===== src/rtl/pll_reset_sequencer.sv =====
`default_nettype none
// ============================================================================
// Module   : pll_reset_sequencer
// Brief    : PLL reset / lock-qualify / core-release sequencer with retries.
// Revision : 1.0
// ============================================================================
module pll_reset_sequencer #(
    parameter int PLL_RST_CYCLES = 16,
    parameter int LOCK_TIMEOUT   = 65536,
    parameter int STABLE_CYCLES  = 1024,
    parameter int HOLD_CYCLES    = 64,
    parameter int MAX_RETRIES    = 7
) (
    input  logic       sys_clock,
    input  logic       reset_n,
    input  logic       pll_locked,
    input  logic       soft_rst_req,
    output logic       pll_rst,
    output logic       core_reset,
    output logic [2:0] seq_state,
    output logic [2:0] retry_cnt,
    output logic       fail
);

    localparam int c_CNT_MAX_A = (PLL_RST_CYCLES > LOCK_TIMEOUT) ? PLL_RST_CYCLES : LOCK_TIMEOUT;
    localparam int c_CNT_MAX_B = (STABLE_CYCLES > HOLD_CYCLES + 1) ? STABLE_CYCLES : HOLD_CYCLES + 1;
    localparam int c_CNT_MAX   = (c_CNT_MAX_A > c_CNT_MAX_B) ? c_CNT_MAX_A : c_CNT_MAX_B;
    localparam int c_CNT_W     = $clog2(c_CNT_MAX + 1);

    localparam logic [c_CNT_W-1:0] c_PLL_LAST     = c_CNT_W'(PLL_RST_CYCLES - 1);
    localparam logic [c_CNT_W-1:0] c_TIMEOUT_LAST = c_CNT_W'(LOCK_TIMEOUT - 1);
    // The WAIT_LOCK cycle that saw lock already counts toward the stable run.
    localparam logic [c_CNT_W-1:0] c_STABLE_LAST  = c_CNT_W'((STABLE_CYCLES >= 2) ? STABLE_CYCLES - 2 : 0);
    // HOLD lasts one cycle beyond HOLD_CYCLES so a soft reset gives 1+HOLD_CYCLES.
    localparam logic [c_CNT_W-1:0] c_HOLD_LAST    = c_CNT_W'(HOLD_CYCLES);
    localparam logic [2:0]         c_MAX_RETRY    = 3'(MAX_RETRIES);

    typedef enum logic [2:0] {
        ST_PLL_RST   = 3'd0,
        ST_WAIT_LOCK = 3'd1,
        ST_STABLE    = 3'd2,
        ST_HOLD      = 3'd3,
        ST_RUN       = 3'd4,
        ST_FAIL      = 3'd5
    } state_t;

    state_t             r_state;
    state_t             w_state_nxt;
    logic [c_CNT_W-1:0] r_cnt;
    logic [c_CNT_W-1:0] w_cnt_nxt;
    logic [2:0]         r_retry;
    logic [2:0]         w_retry_nxt;
    logic               r_lock_meta;
    logic               r_lock_s;
    logic               r_pll_rst;
    logic               r_core_reset;
    logic               r_fail;

    always_ff @(posedge sys_clock or negedge reset_n) begin
        if (!reset_n) begin
            r_lock_meta  <= 1'b0;
            r_lock_s     <= 1'b0;
            r_state      <= ST_PLL_RST;
            r_cnt        <= '0;
            r_retry      <= 3'd0;
            r_pll_rst    <= 1'b1;
            r_core_reset <= 1'b1;
            r_fail       <= 1'b0;
        end else begin
            r_lock_meta  <= pll_locked;
            r_lock_s     <= r_lock_meta;
            r_state      <= w_state_nxt;
            r_cnt        <= w_cnt_nxt;
            r_retry      <= w_retry_nxt;
            r_pll_rst    <= (w_state_nxt == ST_PLL_RST);
            r_core_reset <= (w_state_nxt != ST_RUN);
            r_fail       <= (w_state_nxt == ST_FAIL);
        end
    end

    always_comb begin
        w_state_nxt = r_state;
        w_cnt_nxt   = r_cnt + c_CNT_W'(1);
        w_retry_nxt = r_retry;
        case (r_state)
            ST_PLL_RST: begin
                if (r_cnt == c_PLL_LAST) begin
                    w_state_nxt = ST_WAIT_LOCK;
                end
            end
            ST_WAIT_LOCK: begin
                if (r_lock_s) begin
                    w_state_nxt = ST_STABLE;
                end else if (r_cnt == c_TIMEOUT_LAST) begin
                    if (r_retry == c_MAX_RETRY) begin
                        w_state_nxt = ST_FAIL;
                    end else begin
                        w_retry_nxt = r_retry + 3'd1;
                        w_state_nxt = ST_PLL_RST;
                    end
                end
            end
            ST_STABLE: begin
                if (!r_lock_s) begin
                    w_state_nxt = ST_WAIT_LOCK;
                end else if (r_cnt == c_STABLE_LAST) begin
                    w_state_nxt = ST_HOLD;
                end
            end
            ST_HOLD: begin
                if (r_cnt == c_HOLD_LAST) begin
                    w_state_nxt = ST_RUN;
                    w_retry_nxt = 3'd0;
                end
            end
            ST_RUN: begin
                w_cnt_nxt = '0;
                if (!r_lock_s) begin
                    w_state_nxt = ST_PLL_RST;
                end else if (soft_rst_req) begin
                    w_state_nxt = ST_HOLD;
                end
            end
            ST_FAIL: begin
                w_cnt_nxt = '0;
                if (soft_rst_req) begin
                    w_state_nxt = ST_PLL_RST;
                    w_retry_nxt = 3'd0;
                end
            end
            default: begin
                w_state_nxt = ST_PLL_RST;
            end
        endcase
        if (w_state_nxt != r_state) begin
            w_cnt_nxt = '0;
        end
    end

    assign pll_rst    = r_pll_rst;
    assign core_reset = r_core_reset;
    assign fail       = r_fail;
    assign seq_state  = r_state;
    assign retry_cnt  = r_retry;

endmodule
`default_nettype wire


===== config.mk =====
export PLATFORM = sky130hd
export DESIGN_NAME = pll_reset_sequencer
export DESIGN_NICKNAME = d
export VERILOG_FILES = /design/src/rtl/pll_reset_sequencer.sv
export SDC_FILE = /design/constraint.sdc
export NUM_CORES = 1
export LEC_CHECK = 0
export ABC_AREA = 1
export BUFFER_PORTS_ARGS = -buffer_cell sky130_fd_sc_hd__buf_2
export CAP_MARGIN = 20
export CORE_ASPECT_RATIO = 1.4
export CORE_MARGIN = 8
export CORE_UTILIZATION = 30
export DETAILED_ROUTE_END_ITERATION = 16
export SETUP_SLACK_MARGIN = 0.4
export SLEW_MARGIN = 20
export SYNTH_ARGS = -nofsm -noshare
export SYNTH_HDL_FRONTEND = slang
export SYNTH_SLANG_ARGS = --single-unit

===== constraint.sdc =====
create_clock -name sys_clock -period 2.8 [get_ports sys_clock]
set_input_delay 0.56 -clock sys_clock [delete_from_list [all_inputs] [get_ports sys_clock]]
set_output_delay 0.56 -clock sys_clock [all_outputs]
set_load 0.01 [all_outputs]

## Yosys cells after proc, flatten, opt, wreduce, memory -nomap -nowiden

Index checks and enable logic that the tools add are counted.

| operators by class | value |
|---|---|
| muxes and demuxes | 19 |
| eq/ne operators | 18 |
| reduce and logical (&&, ||, !) cells | 5 |
| add/subtract/negate cells | 2 |

Operators with widths:

| kind | count |
|---|---|
| $mux 3 | 15 |
| $mux 17 | 2 |
| $pmux 3 s6 | 1 |
| $add 17x1->17 const B | 1 |
| $eq 17x10->1 const B | 1 |
| $eq 17x16->1 const B | 1 |
| $eq 17x4->1 const B | 1 |
| $eq 17x7->1 const B | 1 |
| $eq 3x3->1 const B | 4 |
| $ne 2x2->1 const B | 5 |
| $pmux 3 s3 | 1 |
| $eq 3x2->1 const B | 2 |
| $logic_not 3->1 | 2 |
| $reduce_and 6->1 | 1 |
| $add 3x1->3 const B | 1 |
| $eq 3x1->1 const B | 1 |
| $ne 3x3->1 | 1 |
| $ne 3x3->1 const B | 1 |
| $reduce_bool 3->1 | 1 |
| $reduce_or 2->1 | 1 |

| storage, ports and cells | value |
|---|---|
| register bits | 28 |
| output and inout port bits | 9 |
| word-level logic and storage cells | 52 |
| bits of input ports | 4 |

## Longest topological paths before layout

| logic depth | value |
|---|---|
| word-level depth | 7 |
| depth in mapped cells | 20 |
| mapped depth without buffers | 19 |

## Worst setup path after synthesis

No wires, ideal clock.

| path | value |
|---|---|
| path type | flip-flop to flip-flop |
| start point | register r_cnt[0] |
| end point | register r_cnt[15] |
| arrival time | 2.291 ns |
| stages on the path, launching flop included | 21 |
| data required time | 2.672 ns |
| path buffers | 1 |
| setup time | 0.128 ns |
| setup slack | 0.382 ns |
| cells stage by stage | dfrtp_1 ha_1 nand3_2 nor2_2 nand2_1 nor2_1 nand2_1 nor2_1 ha_1 inv_1 nor2_1 nor2_1 nand2_1 nand2_1 nor2_2 nand3_2 nand2_1 nand2_2 nand2_4 buf_12 nor2_4 |

| between the ends | value |
|---|---|
| longest elaborated chain between the ends | 6 |

Ends and longest elaborated chain:

| item | line | source |
|---|---|---|
| start: declaration | 49 | `logic [c_CNT_W-1:0] r_cnt;` |
| start signal: assignment | 73 | `r_cnt <= w_cnt_nxt;` |
| $eq 17x10->1 or $eq 17x16->1 (tied branches) | 106, 94 |  |
| $mux 3, on equally long branches | 106, 94 |  |
| $mux 3, on equally long branches | 104, 92 |  |
| $pmux 3 s6 (*) | 85 | `case (r_state)` |
| via w_state_nxt[0] | 48 | `state_t w_state_nxt;` |
| $ne 3x3->1 (*) | 135 | `if (w_state_nxt != r_state) begin` |
| $mux 17 (*) | 135 |  |
| via w_cnt_nxt[15] | 50 | `logic [c_CNT_W-1:0] w_cnt_nxt;` |

Mark *: on every way through the listed nets, which the timed path passes. The rest lies on a longest branch.
A chain may end at the register's enable or synchronous reset.

## Final worst setup path

| path | value |
|---|---|
| start point | register r_cnt[0] |
| end point | register r_cnt[8] |

The elaborated chain is that of the path after synthesis.

==> metrics.txt <==
final std cells w/o fill=313; htree depth=1; Initial Utilization=0.310; Worst Clk Skew=slightly below 5 ps; Final #Nets=roughly 260; Crit-path slowest cell=dfrtp_1; gr ovfl total=0; #FFs+latches synth=28; Clock Tree Buf Depth=2; via count=1510; ratio of cells with drive above 1 in the final layout=0.416; clock share of power=0.153; commonest non-fill, non-tap cells in the layout=nand2_1, dfrtp_1, buf_4; setup_tns=0 ps; Hold Crit Class=in -> async; Final Cell Area=2220 sq um; largest net degree at the start of global routing=29; sequential power share=0.333; io pins=13; f_max=410 MHz; Core Rows=32; critical path launch point=r_cnt[0]; register area share after synthesis=0.414; most used cell, CP=nor2_2; Vias/cell=4.82; warnings from Yosys=0; Post-Syn Area=1700 sq um; Synth Instances=204; Avg Cell Area, Syn=around 8.3 sq um; maximum vdd drop=between 300 and 400 uV; min cycle time layout=2440 ps; Tcrit/Tclk final=0.871; CP Launch Type=register; most common cell after layout, fill and taps aside=nand2_1; initial antenna violation count=0; worst slew pin tran=627 ps; setup slack, reg-to-reg=between 300 and 400 ps; DRT antenna net count=0; CTS Buf Count=3; vias in the first global route=about 1.5k; P_int=924 uW; drt wl/cell=13.1 um; Psw=739 uW; CP Capture Type=register; Worst Reg-to-Reg Cells=19; die area=between 8000 and 9000 sq um; Sw Ratio=0.444; Setup crit end=r_cnt[8]; Post-Place Cell Area=1840 sq um; CTS Hold Buffers Added=0; Rel. slew slack=0.582; final setup violation count=0; Root Buffer=clkbuf_8; crit-path cells=ha_4 > nand3_4 > nor2_4 > nand2_4 > nor2_4 > nand2_2 > nor2_2 > ha_2 > inv_2 > nor2_2 > nor2_2 > nand2_1 > nand2_1 > nor2_2 > nand3_2 > nand2_2 > nand2_4 > nand2_8 > nor2_4; Clk Latency, worst-skew pair=280 ps; all-layer global routing usage=0.101; IO Port Bufs=12; first-pass GRT wire length=6.71 mm; Yosys cell types=26; Initial DRT Pass Iterations=4; final hold vios=0; Comb power frac=0.514; total power=1.66 mW; worst-path maximum fanout=8; number of DRC markers in iteration 0=77; status=finished clean; post-route DRC violation count=0; DP HPWL=2.53 mm; routability congestion estimate=0.950; area grow syn2layout=30.6%; max cap viols=0; reg2reg end=r_cnt[8]; crit-path max cell delay=410 ps; Final Slew Violations=0; CTS tree=built; Die Wd=roughly 80 um; Arr. time, crit path=2610 ps; clk slew on worst S/H paths=100 ps; syn_nets=214; Worst Path Required=2970 ps; Post-Route WL=4.11 mm; clock sinks=28; number of fillers in the final layout=535; dpl cells=283; R2R Path Start=r_cnt[0]; Pwr per Cell Area=749 nW/um^2; Antenna diodes=0; core area=between 5000 and 6000 sq um; RSZ-0062 raised after global routing=yes; P_leak=1.10 nW; Setup CP Type=reg -> reg; die height=105 um
-- Yosys cell counts, drive strengths merged --
cell type / instances / area share
ha: 6 / 0.044
nand2: 51 / 0.13
o21ai: 4 / 0.012
o21bai: 1 / 0.0044
nand4: 7 / 0.026
nor3: 4 / 0.021
buf: 1 / 0.012
o22ai: 1 / 0.0037
xor2: 8 / 0.041
inv: 25 / 0.055
xnor2: 2 / 0.010
dfstp: 2 / 0.031
a21oi: 1 / 0.0029
a21o: 1 / 0.0044
nand3: 12 / 0.044
dfrtp: 26 / 0.38
nor2: 52 / 0.18
-- metal layers --
metal  wire length [um]  track usage  vias up
met2               2220        0.183       53
met4                216       0.0678        0
met3                203       0.0180       23
li1                   -            -      721
met1               1470       0.0986      713
met5                  0            0        -
-- cell type report --
class	count	area [sq um]	area share
flip-flops and latches	28	703	0.317
clock buffers	4	55.1	0.0248
well taps	68	85.1	0.0383
inverters	25	93.8	0.0423
repair buffers	36	256	0.115
multi-input cells	152	1030	0.463
-- kinds of logic (layout without fill, tap and decap cells) --
family,count (synthesis),in the layout,synth area share
buffers and inverters,26,65,0.0670
flip-flops,28,28,0.414
AND/OR/NAND/NOR,126,128,0.397
XOR/XNOR,10,10,0.0515
AO/OA/AOI/OAI,8,8,0.0272
adder cells (fa/ha/maj),6,6,0.0441
-- what timing repair did --
item | in CTS | in global routing
buffers inserted | 19 | 5
endpoints found under the hold margin | 0 | 0
gates resized for setup | 16 | 12
pin swaps | 7 | 12
cloned | 2 | 0
endpoints found under the setup margin | 20 | 20
-- critical path: cells and delay by family (launching register included) --
kind,cells,cell delay [ps]
fa+ha+maj,2,370
simple gates,16,1510
flops,1,410
buf+inv,1,40
-- registers in the layout, summed over array words and instances (netlist names) --
signal,cells
seq_state,3
fail,1
r_lock_s,1
pll_rst,1
r_cnt,17
r_lock_meta,1
retry_cnt,3
core_reset,1
-- stage by stage --
step | hold WS (ps) | setup slack, ps | utilization
2_1_floorplan | 264 | 413 | -
3_3_place_gp | 333 | 175 | 0.335
3_5_place_dp | 346 | 51.2 | 0.335
4_1_cts | 303 | 424 | 0.390
5_1_grt | 325 | 230 | 0.405
6_report | 280 | 361 | 0.405
-- power groups by stage --
stage | sequential (mW) | combinational, mW | clock [mW]
2_1_floorplan | 0.553 | 0.483 | 0
3_5_place_dp | 0.557 | 0.542 | 0
4_1_cts | 0.553 | 0.758 | 0.268
5_1_grt | 0.563 | 0.929 | 0.284
6_report | 0.554 | 0.855 | 0.254
3_3_place_gp | 0.555 | 0.534 | 0
-- worst min path at each step --
stage	depth (start not counted)	slack (ps)	endpoint
2_1_floorplan	0	260	fail
6_report	1	280	retry_cnt[0]
3_3_place_gp	0	330	r_lock_s
5_1_grt	1	330	retry_cnt[0]
4_1_cts	1	300	retry_cnt[0]
3_5_place_dp	0	350	r_lock_s
Power figures use the tool's default switching activity.
